**src/rtl/instr_fetch_queue.sv**
```systemverilog
// instr_fetch_queue: in-order instruction fetch with a DEPTH-entry decode queue and redirect flush.
// Defining IFETCH_PERF_EN adds saturating stall/flush counters (perf_stall, perf_flush).
module instr_fetch_queue #(
  parameter int DEPTH  = 2,
  parameter int ADDR_W = 32,
  parameter int DATA_W = 32
) (
  input  logic              clk,
  input  logic              reset,
  input  logic [ADDR_W-1:0] pc_addr,
  output logic              pc_advance,
  input  logic              flush,
  output logic              imem_req_valid,
  output logic [ADDR_W-1:0] imem_req_addr,
  input  logic              imem_req_ready,
  input  logic              imem_rsp_valid,
  input  logic [DATA_W-1:0] imem_rsp_data,
  output logic              id_valid,
  output logic [DATA_W-1:0] id_instr,
  output logic [ADDR_W-1:0] id_pc,
  output logic [ADDR_W-1:0] id_pc_plus4,
  input  logic              id_ready
`ifdef IFETCH_PERF_EN
  ,
  output logic [31:0]       perf_stall,
  output logic [15:0]       perf_flush
`endif
);

  localparam int PTR_W = $clog2(DEPTH);
  localparam int CNT_W = $clog2(DEPTH) + 1;
  localparam int LVL_W = CNT_W + 1;

  logic [PTR_W-1:0]  wr_ptr_q, wr_ptr_d;
  logic [PTR_W-1:0]  rd_ptr_q, rd_ptr_d;
  logic [PTR_W-1:0]  pend_wr_q, pend_wr_d;
  logic [PTR_W-1:0]  pend_rd_q, pend_rd_d;
  logic [CNT_W-1:0]  occ_q, occ_d;
  logic [CNT_W-1:0]  outst_q, outst_d;
  logic [CNT_W-1:0]  stale_q, stale_d;

  logic [ADDR_W-1:0] pend_pc_q    [DEPTH];
  logic [ADDR_W-1:0] fifo_pc_q    [DEPTH];
  logic [DATA_W-1:0] fifo_instr_q [DEPTH];

  logic              has_data;
  logic              pop;
  logic              push;
  logic              rsp_fire;
  logic              credit;
  logic              accept;
  logic [LVL_W-1:0]  level;
  logic [DEPTH-1:0]  pend_we;
  logic [DEPTH-1:0]  fifo_we;

  assign has_data = (occ_q != '0);
  assign pop      = !reset && !flush && has_data && id_ready;
  // Responses with nothing outstanding (late ones after a reset) are ignored.
  assign rsp_fire = imem_rsp_valid && (outst_q != '0);
  assign push     = rsp_fire && (stale_q == '0) && !flush;

  // Counting the same-cycle pop as freed space is what sustains one instruction per cycle.
  assign level  = LVL_W'(outst_q) + LVL_W'(occ_q) - LVL_W'(pop);
  assign credit = (level < LVL_W'(DEPTH));

  assign imem_req_valid = !reset && !flush && credit;
  assign accept         = imem_req_valid && imem_req_ready;
  assign pc_advance     = accept;
  assign imem_req_addr  = reset ? '0 : pc_addr;

  assign id_valid    = !reset && !flush && has_data;
  assign id_instr    = (!reset && has_data) ? fifo_instr_q[rd_ptr_q] : '0;
  assign id_pc       = (!reset && has_data) ? fifo_pc_q[rd_ptr_q] : '0;
  assign id_pc_plus4 = (!reset && has_data) ? fifo_pc_q[rd_ptr_q] + ADDR_W'(4) : '0;

  always_comb begin
    wr_ptr_d  = wr_ptr_q;
    rd_ptr_d  = rd_ptr_q;
    occ_d     = occ_q;
    outst_d   = outst_q;
    stale_d   = stale_q;
    pend_wr_d = pend_wr_q + PTR_W'(accept);
    pend_rd_d = pend_rd_q + PTR_W'(rsp_fire);
    if (flush) begin
      // Everything still in flight becomes stale; a response arriving now is already dropped.
      wr_ptr_d = '0;
      rd_ptr_d = '0;
      occ_d    = '0;
      outst_d  = outst_q - CNT_W'(rsp_fire);
      stale_d  = outst_q - CNT_W'(rsp_fire);
    end else begin
      wr_ptr_d = wr_ptr_q + PTR_W'(push);
      rd_ptr_d = rd_ptr_q + PTR_W'(pop);
      occ_d    = occ_q + CNT_W'(push) - CNT_W'(pop);
      outst_d  = outst_q + CNT_W'(accept) - CNT_W'(rsp_fire);
      if (rsp_fire && (stale_q != '0)) begin
        stale_d = stale_q - CNT_W'(1);
      end
    end
  end

  always_ff @(posedge clk or posedge reset) begin
    if (reset) begin
      wr_ptr_q  <= '0;
      rd_ptr_q  <= '0;
      pend_wr_q <= '0;
      pend_rd_q <= '0;
      occ_q     <= '0;
      outst_q   <= '0;
      stale_q   <= '0;
    end else begin
      wr_ptr_q  <= wr_ptr_d;
      rd_ptr_q  <= rd_ptr_d;
      pend_wr_q <= pend_wr_d;
      pend_rd_q <= pend_rd_d;
      occ_q     <= occ_d;
      outst_q   <= outst_d;
      stale_q   <= stale_d;
    end
  end

  for (genvar gi = 0; gi < DEPTH; gi++) begin : g_we
    assign pend_we[gi] = accept && (pend_wr_q == PTR_W'(gi));
    assign fifo_we[gi] = push && (wr_ptr_q == PTR_W'(gi));
  end

  // The pending-PC queue pairs each in-order response with the address that produced it.
  always_ff @(posedge clk) begin
    for (int i = 0; i < DEPTH; i++) begin
      if (pend_we[i]) begin
        pend_pc_q[i] <= pc_addr;
      end
      if (fifo_we[i]) begin
        fifo_pc_q[i]    <= pend_pc_q[pend_rd_q];
        fifo_instr_q[i] <= imem_rsp_data;
      end
    end
  end

`ifdef IFETCH_PERF_EN
  logic [31:0] perf_stall_q, perf_stall_d;
  logic [15:0] perf_flush_q, perf_flush_d;

  always_comb begin
    perf_stall_d = perf_stall_q;
    perf_flush_d = perf_flush_q;
    if (!credit && !flush && (perf_stall_q != '1)) begin
      perf_stall_d = perf_stall_q + 32'd1;
    end
    if (flush && (perf_flush_q != '1)) begin
      perf_flush_d = perf_flush_q + 16'd1;
    end
  end

  always_ff @(posedge clk or posedge reset) begin
    if (reset) begin
      perf_stall_q <= '0;
      perf_flush_q <= '0;
    end else begin
      perf_stall_q <= perf_stall_d;
      perf_flush_q <= perf_flush_d;
    end
  end

  assign perf_stall = perf_stall_q;
  assign perf_flush = perf_flush_q;
`endif

`ifndef SYNTHESIS
  // Orphaned responses are tolerated only between a reset and the first new request.
  logic orphan_ok_q;

  always_ff @(posedge clk or posedge reset) begin
    if (reset) begin
      orphan_ok_q <= 1'b1;
    end else if (accept) begin
      orphan_ok_q <= 1'b0;
    end
  end

  always_ff @(posedge clk) begin
    if (!reset && imem_rsp_valid && (outst_q == '0)) begin
      assert (orphan_ok_q)
        else $error("instr_fetch_queue: response with no outstanding request");
    end
  end
`endif

endmodule

```
**config.mk**
```make
export PLATFORM = sky130hd
export DESIGN_NAME = instr_fetch_queue
export DESIGN_NICKNAME = d
export VERILOG_FILES = /design/src/rtl/instr_fetch_queue.sv
export SDC_FILE = /design/constraint.sdc
export NUM_CORES = 1
export LEC_CHECK = 0
export BUFFER_PORTS_ARGS = -buffer_cell sky130_fd_sc_hd__buf_2
export CORE_ASPECT_RATIO = 1.1
export CORE_MARGIN = 4
export CORE_UTILIZATION = 45
export CTS_BUF_LIST = sky130_fd_sc_hd__clkbuf_4 sky130_fd_sc_hd__clkbuf_8
export CTS_CLUSTER_DIAMETER = 30
export CTS_CLUSTER_SIZE = 10
export DETAILED_ROUTE_END_ITERATION = 7
export GPL_TIMING_DRIVEN = 0
export PLACE_DENSITY = 0.68
export SLEW_MARGIN = 20
export SYNTH_ARGS = -nofsm -noshare
export SYNTH_HDL_FRONTEND = slang
export SYNTH_SLANG_ARGS = --single-unit
```
**constraint.sdc**
```tcl
create_clock -name clk -period 10.2 [get_ports clk]
set_clock_uncertainty 0.15 [all_clocks]
set_input_delay 0.51 -clock clk [delete_from_list [all_inputs] [get_ports clk]]
set_output_delay 0.51 -clock clk [all_outputs]
set_load 0.05 [all_outputs]
```
# Word-level counts from Yosys, hierarchy flattened
# Memory sizes are Yosys's and may differ from the RTL's.
# Cells that the tools add are included.
[word_totals]
regBits = 10
ramBits = 192
inputBits = 70
n_memories = 3
[memory_table]
columns = ["name", "words", "word_bits", "rd", "rd_clocked_by_memory_dff", "wr", "line_no", "rtl"]
rows = [
  ["fifo_instr_q", 2, 32, 1, 0, 1, "44", "logic [DATA_W-1:0] fifo_instr_q [DEPTH];"],
  ["fifo_pc_q", 2, 32, 1, 0, 1, "43", "logic [ADDR_W-1:0] fifo_pc_q [DEPTH];"],
  ["pend_pc_q", 2, 32, 1, 0, 1, "42", "logic [ADDR_W-1:0] pend_pc_q [DEPTH];"],
]
[classes]
add_sub_neg = 13
order_cmp = 1
n_mux = 27
bitwise = 2
n_reduce_logical = 24
[ops]
columns = ["operator", "count"]
rows = [
  ["32-bit two-way mux", 7],
  ["32-bit OR reduction", 3],
  ["32-bit by 3-bit adder with 32-bit output (second input constant)", 1],
  ["1-bit two-way mux", 16],
  ["1-bit logical AND", 14],
  ["2-bit two-way mux", 4],
  ["2-bit nonzero test", 4],
  ["2-bit by 1-bit subtractor with 2-bit output", 3],
  ["1-bit adder", 4],
  ["2-bit by 1-bit adder with 2-bit output", 2],
  ["2-bit by 2-bit adder with 3-bit output", 1],
  ["3-bit by 2-bit < comparator with 1-bit output (second input constant)", 1],
  ["3-bit by 1-bit subtractor with 3-bit output", 1],
  ["1-bit zero test", 2],
  ["2-bit zero test", 1],
  ["1-bit NOT", 2],
  ["2-bit by 1-bit subtractor with 2-bit output (second input constant)", 1],
]

# Logic depth before layout (Yosys ltp)
# Gate-level depths: netlist (run 1).
[depth]
word_depth = 13
depth_mapped = 13
mapped_depth_nobuf = 12

# Worst setup path after synthesis (run 1)
# OpenSTA, ideal clock, no wires.
[synth_path]
path_kind = "in2reg"
start = "input port reset"
end = "memory pend_pc_q[1][0], enable pin"
setup_time_ns = 0.421
arrival_ns = 5.994
path_slack_ns = 3.635
cell_stages = 10
path_buffers = 1
cell_sequence = "clkbuf_1 -> o21bai_1 -> nor2_1 -> and3_1 -> o21ai_0 -> fa_1 -> xnor2_1 -> nor4b_1 -> nand2_1 -> nor2_1"
[synth_via]
elab_chain_len = 13
[synth_rtl]
columns = ["item", "line_no", "rtl"]
rows = [
  ["from (decl)", "9", "input logic reset,"],
  ["1-bit zero test (no line) *", "n/a", ""],
  ["1-bit logical AND * (2 in series)", "n/a", ""],
  ["named net id_valid", "18", "output logic id_valid,"],
  ["1-bit logical AND *", "57", "assign pop = !reset && !flush && has_data && id_ready;"],
  ["3-bit by 1-bit subtractor with 3-bit output *", "63", "assign level = LVL_W'(outst_q) + LVL_W'(occ_q) - LVL_W'(pop);"],
  ["3-bit by 2-bit < comparator with 1-bit output *", "64", "assign credit = (level < LVL_W'(DEPTH));"],
  ["1-bit logical AND *", "66", "assign imem_req_valid = !reset && !flush && credit;"],
  ["named net imem_req_valid", "13", "output logic imem_req_valid,"],
  ["1-bit logical AND *", "67", "assign accept = imem_req_valid && imem_req_ready;"],
  ["1-bit logical AND *", "123", "assign pend_we[gi] = accept && (pend_wr_q == PTR_W'(gi));"],
  ["named net pend_we[1]", "53", "logic [DEPTH-1:0] pend_we;"],
  ["1-bit two-way mux *", "130", "if (pend_we[i]) begin"],
  ["1-bit two-way mux (not written as such) *", "131", "pend_pc_q[i] <= pc_addr;"],
  ["32-bit OR reduction (no line)", "n/a", ""],
  ["1-bit two-way mux (no line)", "n/a", ""],
  ["to (decl)", "42", ""],
]
# Mark *: on every way through the listed nets, which the timed path passes. The rest lies on a longest branch.

# Final worst setup path (run 1)
[layout_path]
start = "register rd_ptr_q"
end = "output port id_pc_plus4[28]"
[layout_via]
elab_chain_len = 3
[layout_rtl]
columns = ["item", "line_no", "rtl"]
rows = [
  ["from (decl)", "35", "logic [PTR_W-1:0] rd_ptr_q, rd_ptr_d;"],
  ["from (signal assigned)", "113", "rd_ptr_q <= rd_ptr_d;"],
  ["memory 2 x 32 bit", "n/a", ""],
  ["32-bit by 3-bit adder with 32-bit output", "74", "assign id_pc_plus4 = (!reset && has_data) ? fifo_pc_q[rd_ptr_q] + ADDR_W'(4) : '0;"],
  ["32-bit two-way mux", "74", ""],
  ["to (decl)", "21", "output logic [ADDR_W-1:0] id_pc_plus4,"],
]
# Every way passes these cells.

==> results.cfg, run 1 <==
[worst_setup_path]
regToRegSetupSlack_ns = 6.65
r2r_cells = 12
path_class = register to output port
r2r-start = occ_q[0]
startpoint_type = register
rr_endpoint = pend_pc_q[0][12]
crit_path_cell_trace = buf_4 > buf_8 > buf_6 > buf_4 > buf_4 > mux2_2 > ha_1 > inv_1 > a211oi_4 > nand4_2 > o41ai_1 > buf_2
crit_fanout = 10
worst_ep_required_time_ns = 9.54
crit_path_frequent_cell = buf_4
crit_end = id_pc_plus4[28]
crit_path_max_incr_delay_ns = 0.51
crit_arrival_ns = 4.00
startpoint = rd_ptr_q
slowest_stage = o41ai_1
crit_path_end_kind = output port

[routing]
via_per_inst = 5.121
via_count = 5874
drt-total-wl_mm = 20.96
antenna_left = 0
dr.pass1.iters = 4
drt_iter0_drc = 267
drc = 0
drt-wirelength-per-cell_microns = 18.27

[power_and_ir_drop]
leakagePower_nw = 4.349
power.density_nw_per_um2 = 207.0
peakVddDrop_mv = 0.1590

[clock_tree]
clock_path_buffers = 3
clock_latency_ns = 0.51
cts_num_sinks = 202
cts_setup_buffers = 0
cts_resized = 0
clockRootBuffer = clkbuf_8
cts.htree.levels = 2
cts.clk_slew.worst_paths_ns = 0.06
cts_buffers = 36
cts_tree = built

[synth]
ys_seq_area_frac = 0.6689
yosys_warnings = 0
synth_compound_area_frac = 0.03492
synth-edff-count = 192
async_reset_ff_frac = 0.04950
synth_top_cell_by_area = edfxtp_1
synth_top_family_by_area = simple AND/OR/NAND/NOR gates
syn_area_sq_um = 8994
synthMuxAreaShare = 0.1144
synth_top_area_share = 0.6411
ys_ff_latch = 202
synth_area_per_cell_sq_um = 14.37
synthFlopType = edfxtp_1
synthXorXnorAreaFrac = 0.02435
yosys.area_share.simple = 0.1164
synth.distinct_cells = 50
postSynthCellCount = 626
synth_area_leaders = edfxtp_1, mux2i_1, mux2_2, nor2_1, dfrtp_1
syn-num-nets = 706
synthAdderAreaFrac = 0.01475

[placement]
gp_congestion = 0.8396
dpl_cell_area_sq_um = 10410
io_buffers = 199
dp_hpwl_mm = 15.16

[die]
start_util = 0.4645
row_count = 53
die_h_microns = 156.3
die_area_sq_um = 22310
pin_count = 201
die_x_microns = 142.8
coreArea_sq_um = 19360

[layout]
most-common-layout-cells = buf_2, edfxtp_1, nor2_1, mux2i_1, nor2b_1
fillers = 1600
final_net_count = 954
ff_latch_area_sq_um = 6016
drive_gt1_frac = 0.3611
fin_area_sq_um = 11330
multi_input_area_sq_um = 2776
num_antenna_cells = 0
final_common_cell = buf_2
final_util = 0.5850
layout-area-overhead-vs-synth_pct = 25.95

[timing]
final-max-slew-violation-count = 0
hold_violations = 0
fin_crit_ns = 4.657
worstMarginPinSlew_ns = 0.7243
setup_violations = 0
tns_ns = 0
fmax_mhz = 214.7
rsz0062_at_grt = false
finalCritPeriodShare = 0.4566
slew_headroom = 0.5171

[global_routing]
grt_max_degree = 37
grt_pass1_wl_mm = 31.40
grt_util_all_layers = 0.1829
grt_pass1_vias = 5870
grt-ovfl-total = 0
antenna_found_initial = 0

[run]
drv_cap = 0

[outcome]
status = completed

[hold_path]
hold_class = input port to register
-- registers in the layout, summed over array words and instances, names as in the netlist --
register / count
rd_ptr_q: 1
occ_q: 2
pend_pc_q: 64
pend_wr_q: 1
wr_ptr_q: 1
outst_q: 2
stale_q: 2
fifo_pc_q: 64
fifo_instr_q: 64
pend_rd_q: 1
-- cell families after synthesis --
group,after synthesis
AO/OA/AOI/OAI,43
XOR/XNOR,25
adder cells (fa/ha/maj),10
buffers and inverters,48
flip-flops,202
multiplexers,98
AND/OR/NAND/NOR,200
-- metal layers --
layer	global-route usage	share of wire
met1	0.2301	0.41
met2	0.3140	0.50
met3	0.03606	0.066
met4	0.06790	0.025
met5	0	0
-- per-stage QoR --
| stage | power [mW] | hold slack (ns) | worst slack [ns] | std cells |
|---|---|---|---|---|
| floorplan | 1.367 | 0.3872 | 3.635 | 626 |
| global placement | 1.483 | 0.3925 | 4.396 | 1072 |
| detailed placement | 1.498 | 0.4015 | 6.064 | 1076 |
| CTS | 2.372 | 0.0001699 | 5.505 | 1147 |
| global route | 2.444 | 0.002645 | 5.333 | 1147 |
| finish | 2.344 | 0.03056 | 5.543 | 1147 |
-- cell usage after synthesis, drive strengths merged (9+ instances only) --
cell / n
edfxtp: 192
nand2: 22
mux2i: 60
nand3: 11
buf: 17
o21ai: 10
nor2: 91
ha: 9
xor2: 9
clkbuf: 17
inv: 14
nor2b: 39
nand4: 9
xnor2: 16
mux2: 38
o31ai: 9
dfrtp: 10
-- worst min path at each step --
stage / startpoint / endpoint / slack, ns / cells past startpoint
5_1_grt: imem_rsp_data[10] / fifo_instr_q[0][10] / 0.003 / 1
3_5_place_dp: pend_pc_q[1][7] / fifo_pc_q[1][7] / 0.40 / 1
3_3_place_gp: pend_pc_q[1][23] / fifo_pc_q[0][23] / 0.39 / 1
6_report: imem_rsp_data[18] / fifo_instr_q[0][18] / 0.03 / 1
4_1_cts: imem_rsp_data[18] / fifo_instr_q[1][18] / 0.0002 / 1
2_1_floorplan: pend_pc_q[1][0] / fifo_pc_q[0][0] / 0.39 / 1
-- report_power, final --
group / internal [mW] / total, mW / switching [mW] / leakage (nW)
logic: 0.158 / 0.471 / 0.313 / 2.07
clock network: 0.529 / 0.864 / 0.336 / 0.423
registers: 0.990 / 1.01 / 0.0188 / 1.86
-- repair_timing --
item                                    4_1_cts  5_1_grt
endpoints found under the hold margin        13        0
endpoints found under the setup margin        0        0
hold buffers                                  7        0
-- final cells by class --
type,instances,share of cell area
plain buffers,34,0.01624
clock buffers,38,0.04562
clock inverters,26,0.02883
inverters,14,0.004639
multi-input cells,376,0.2451
flip-flops and latches,202,0.5311
well taps,247,0.02728
repair buffers,210,0.1012
-- worst max-delay path, delay by kind of cell (launching register included) --
kind	cells	cell delay, ns
flops	1	0.35
mux	1	0.21
fa+ha+maj	1	0.19
buf+inv	7	1.43
simple gates	1	0.35
compound gates	2	0.95
No activity file was read; power rests on OpenSTA's default activity.
==> inputs of run 2 (changes only) <==
==> constraint.sdc (replaced) <==
create_clock -name clk -period 4.4 [get_ports clk]
set_clock_uncertainty 0.15 [all_clocks]
set_input_delay 0.22 -clock clk [delete_from_list [all_inputs] [get_ports clk]]
set_output_delay 0.22 -clock clk [all_outputs]
set_load 0.05 [all_outputs]
==> results.cfg, run 2 (synthesis gave the netlist of run 1 again) <==
[routing]
via_count = 6120
drt-wirelength-per-cell_microns = 18.19
drt-total-wl_mm = 22.08
via_per_inst = 5.041
drc = 0
drt_iter0_drc = 236
dr.pass1.iters = 4
antenna_left = 0

[placement]
gp_congestion = 0.8090
dp_hpwl_mm = 15.35
post-place-ws_ns = 0.4954
io_buffers = 199

[global_routing]
met1_usage = 0.2499
use_met2 = 0.3355
antenna_found_initial = 0
grt_pass1_wl_mm = 33.77
gr-usage-met3 = 0.03729
grt_max_degree = 44
grt-ovfl-total = 0
busiest_layer = met2
grt_pass1_vias = 6335
grt_util_all_layers = 0.1960

[layout]
reg_top3 = fifo_instr_q (64), fifo_pc_q (64), pend_pc_q (64)
final_common_cell = buf_2
layout-area-overhead-vs-synth_pct = 33.00
most-common-layout-cells = buf_2, edfxtp_1, nor2_1, dlygate4sd3_1, mux2i_1
drive_gt1_frac = 0.3444
final_net_count = 1017
num_antenna_cells = 0
final_util = 0.6177
fillers = 1538

[timing]
tns_ns = 0
rsz0062_at_grt = false
setup_violations = 0
worstMarginPinSlew_ns = 0.7319
hold_violations = 0
worst_slack_ns = 0.2284
fin_crit_ns = 4.172
final-max-slew-violation-count = 0
finalCritPeriodShare = 0.9481
slew_headroom = 0.5121
fmax_mhz = 239.7

[clock_tree]
cts.htree.levels = 2
clock_path_buffers = 3
cts_buffers = 38
cts_tree = built
clockRootBuffer = clkbuf_8
cts.clk_slew.worst_paths_ns = 0.06
cts_num_sinks = 202
clock_latency_ns = 0.52

[power_and_ir_drop]
power_switching_mw = 1.631
power.density_nw_per_um2 = 451.9
leakagePower_nw = 4.610
p_comb_frac = 0.215
peakVddDrop_mv = 0.4254
pwr-share-clk = 0.353
pwr-share-seq = 0.433
total_power_mw = 5.406
switching_share = 0.3016
intPower_mw = 3.775

[die]
die_x_microns = 142.8
row_count = 53
die_h_microns = 156.3
die_area_sq_um = 22310
pin_count = 201
start_util = 0.4645
coreArea_sq_um = 19360

[run]
drv_cap = 0

[worst_setup_path]
crit_path_frequent_cell = buf_4
crit_path_cell_trace = buf_4 > buf_8 > buf_6 > buf_4 > buf_4 > mux2_2 > ha_1 > inv_1 > a211oi_4 > nand4_4 > o41ai_1 > buf_2
worst_ep_required_time_ns = 4.03
slowest_stage = o41ai_1
crit_arrival_ns = 3.80
crit_fanout = 10
startpoint_type = register
crit_path_max_incr_delay_ns = 0.47
path_class = register to output port
crit_path_end_kind = output port

[hold_path]
hold_class = input port to register

[outcome]
status = completed
==> run 2: changes by cell type in the layout (fill, tap and decap cells not counted), sizes merged <==
cell	delta
bufinv	-4
clkbuf	+4
clkinvlp	+2
dlygate4sd3	+61
inv	+4
==> run 2: critical path, delay by kind of cell, from the launching register on <==
kind / cells / cell delay [ns]
simple gates: 1 / 0.24
fa+ha+maj: 1 / 0.20
flops: 1 / 0.36
buf+inv: 7 / 1.42
compound gates: 2 / 0.81
mux: 1 / 0.21
==> run 2: path summary, 6_finish.rpt <==
| path | startpoint | endpoint | slack (ns) | depth (start not counted) |
|---|---|---|---|---|
| setup reg to reg | occ_q[0] | pend_pc_q[0][11] | 0.98 | 11 |
| hold / removal | flush | occ_q[1] | 0.08 | 3 |
| min in group asynchronous | reset | rd_ptr_q | 0.12 | 3 |
| setup / recovery | rd_ptr_q | id_pc_plus4[28] | 0.23 | 12 |
| hold reg to reg | pend_pc_q[1][14] | fifo_pc_q[1][14] | 0.41 | 1 |
| max in group asynchronous | reset | pend_wr_q | 3.68 | 3 |
==> run 2: power by group through the flow <==
| stage | Combinational [mW] | Sequential, mW | Clock, mW |
|---|---|---|---|
| after floorplan | 0.813 | 2.37 | 0 |
| after global placement | 1.07 | 2.38 | 0 |
| after detailed placement | 1.12 | 2.38 | 0 |
| after CTS | 1.17 | 2.34 | 1.96 |
| after global routing | 1.26 | 2.35 | 2.05 |
| final | 1.16 | 2.34 | 1.91 |
==> run 2: area by class of cell <==
type,instances,area [sq um],share of cell area
sequential,202,6016,0.5029
multi-input combinational,376,2821,0.2359
timing repair buffer,271,1759,0.1471
clock buffer,42,559.3,0.04676
tap,247,309.0,0.02584
clock inverter,28,260.3,0.02176
buffer,34,183.9,0.01538
inverter,14,52.55,0.004393
==> run 2: routing by layer <==
metal,part of all wire,routed length [microns],vias up
met1,0.42,9255,2932
met5,0,0,-
met2,0.49,10880,216
met4,0.025,544,0
met3,0.063,1397,41
li1,-,-,2931
==> run 2: metrics by stage <==
stage	area [sq um]	hold WS (ns)	instances
detailed placement	10440	0.2619	1075
global route	11960	0.1077	1214
CTS	11940	0.05897	1214
global placement	10330	0.2576	1072
finish	11960	0.08321	1214
floorplan	9026	0.1689	626
==> run 2: repair_timing <==
action	4_1_cts	5_1_grt
hold endpoints to repair	132	0
hold buffers	68	0
setup endpoints to repair	3	2
gates resized for setup	0	2
pin swaps	1	0
buffers inserted	1	0
==> inputs of run 3 (changes only) <==
--- a/config.mk
+++ b/config.mk
@@ -6,6 +6,8 @@
 export NUM_CORES = 1
 export LEC_CHECK = 0
 export BUFFER_PORTS_ARGS = -buffer_cell sky130_fd_sc_hd__buf_2
+export CELL_PAD_IN_SITES_DETAIL_PLACEMENT = 1
+export CELL_PAD_IN_SITES_GLOBAL_PLACEMENT = 1
 export CORE_ASPECT_RATIO = 1.1
 export CORE_MARGIN = 4
 export CORE_UTILIZATION = 45
@@ -14,7 +16,7 @@
 export CTS_CLUSTER_SIZE = 10
 export DETAILED_ROUTE_END_ITERATION = 7
 export GPL_TIMING_DRIVEN = 0
-export PLACE_DENSITY = 0.68
+export PLACE_DENSITY_LB_ADDON = 0.1
 export SLEW_MARGIN = 20
 export SYNTH_ARGS = -nofsm -noshare
 export SYNTH_HDL_FRONTEND = slang
==> results.cfg, run 3 (synthesis gave the netlist of run 1 again) <==
[worst_setup_path]
crit_path_cell_trace = buf_4 > buf_8 > buf_6 > buf_4 > buf_4 > mux2_2 > ha_1 > inv_1 > a211oi_4 > nand4_4 > o41ai_1 > buf_2
crit_fanout = 10
crit_path_max_incr_delay_ns = 0.45
crit_path_end_kind = output port
regToRegSetupSlack_ns = 0.91
crit_path_frequent_cell = buf_4
r2r-start = occ_q[1]
rr_endpoint = pend_pc_q[0][4]
cp_top_family = buffers and inverters
slowest_stage = o41ai_1
critPathBufInv = 7
startpoint_type = register
r2r_cells = 11
crit_arrival_ns = 3.75
path_class = register to output port
worst_ep_required_time_ns = 4.03

[routing]
via_count = 6319
dr.pass1.iters = 5
drt_iter0_drc = 258
via_per_inst = 5.184
drc = 0
drt-total-wl_mm = 24.88
antenna_left = 0
drt-wirelength-per-cell_microns = 20.41

[layout]
layoutNonFillerInstCount = 1219
final_common_cell = buf_2
drive_gt1_frac = 0.3477
num_antenna_cells = 0
reg_top3 = fifo_instr_q (64), fifo_pc_q (64), pend_pc_q (64)
final_net_count = 1020
layout-area-overhead-vs-synth_pct = 34.31
most-common-layout-cells = buf_2, edfxtp_1, nor2_1, dlygate4sd3_1, mux2i_1

[die]
die_h_microns = 156.3
die_x_microns = 142.8
coreArea_sq_um = 19360
die_area_sq_um = 22310
start_util = 0.4645
row_count = 53
pin_count = 201

[timing]
setup_violations = 0
fmax_mhz = 242.7
worstMarginPinSlew_ns = 0.7947
tns_ns = 0
fin_crit_ns = 4.121
slew_headroom = 0.4702
finalCritPeriodShare = 0.9365
final-max-slew-violation-count = 0
rsz0062_at_grt = false
hold_violations = 0

[placement]
gp_congestion = 0.8436
io_buffers = 199
dp_hpwl_mm = 17.08
dpl.cell_count = 1075

[global_routing]
met1_usage = 0.2634
grt-ovfl-total = 0
grt_pass1_wl_mm = 38.36
use_met2 = 0.4085
grt_max_degree = 46
grt_pass1_vias = 7121
busiest_layer = met2
grt_util_all_layers = 0.2235
gr-usage-met3 = 0.05165
antenna_found_initial = 0

[clock_tree]
cts_tree = built
clockRootBuffer = clkbuf_8
clock_path_buffers = 3
cts.htree.levels = 2
cts_num_sinks = 202
clock_latency_ns = 0.53
cts.clk_slew.worst_paths_ns = 0.06
cts_buffers = 41

[power_and_ir_drop]
peakVddDrop_mv = 0.3498
total_power_mw = 5.668
power.density_nw_per_um2 = 469.2
leakagePower_nw = 4.653

[run]
drv_cap = 0

[hold_path]
holdPathEnd = wr_ptr_q
worstHoldStart = flush
hold_class = input port to register
hold_path_depth = 3

[outcome]
status = completed
[run 3: cell count changes in the layout (fill, tap and decap cells not counted)]
cell	delta
bufinv_16	+2
clkbuf_4	-1
clkbuf_8	+4
clkinv_1	+1
clkinv_2	-3
clkinv_4	+2
clkinvlp_4	+3
inv_6	-3
o41ai_1	-1
o41ai_2	+1
[run 3: repair_timing]
action | in CTS | in global routing
buffers inserted | 1 | 0
resized for setup | 1 | 2
hold buffers | 68 | 0
endpoints found under the hold margin | 132 | 0
pin swaps | 1 | 0
setup endpoints to repair | 3 | 1
[run 3: worst min-delay path, delay by kind of cell]
family / cells / cell delay [ns]
buf+inv: 2 / 0.36
simple gates: 1 / 0.15
[run 3: how the worst max path moves through the flow]
stage	startpoint	cells after the start	endpoint	slack (ns)
after floorplan	reset	10	pend_pc_q[1][0]	0.06
after global placement	reset	11	pend_pc_q[1][6]	-0.001
after detailed placement	rd_ptr_q	12	id_pc_plus4[30]	0.45
after CTS	rd_ptr_q	13	id_pc_plus4[22]	0.16
after global routing	rd_ptr_q	13	id_pc_plus4[22]	0.03
final	rd_ptr_q	12	id_pc_plus4[28]	0.28
[run 3: through the flow]
step                utilization  hold slack (ns)  setup WS, ns  cell area (sq um)
CTS                      0.6230          0.06375        0.1629              12060
global route             0.6238          0.08428       0.03085              12080
global placement         0.5335           0.2579     -0.001177              10330
floorplan                     -           0.1689       0.06027               9026
detailed placement       0.5390           0.2621        0.4502              10440
finish                   0.6238          0.09134        0.2794              12080
[run 3: cell type report]
class | instances | area [sq um]
plain buffers | 34 | 183.9
clock buffers | 45 | 606.8
clock inverters | 30 | 322.8
fillers | 1942 | 7284
inverters | 14 | 52.55
multi-input cells | 376 | 2829
flip-flops and latches | 202 | 6016
well taps | 247 | 309.0
repair buffers | 271 | 1759
[run 3: report_power, final]
group / internal [mW] / switching (mW) / leakage [nW]
Sequential: 2.30 / 0.0496 / 1.86
Clock: 1.26 / 0.884 / 0.446
Combinational: 0.412 / 0.770 / 2.35
[run 3: per-layer routing]
layer | vias to the layer above | wire [microns]
met2 | 203 | 12980
met1 | 3132 | 9907
met4 | 0 | 478
li1 | 2945 | -
met5 | - | 0
met3 | 39 | 1517
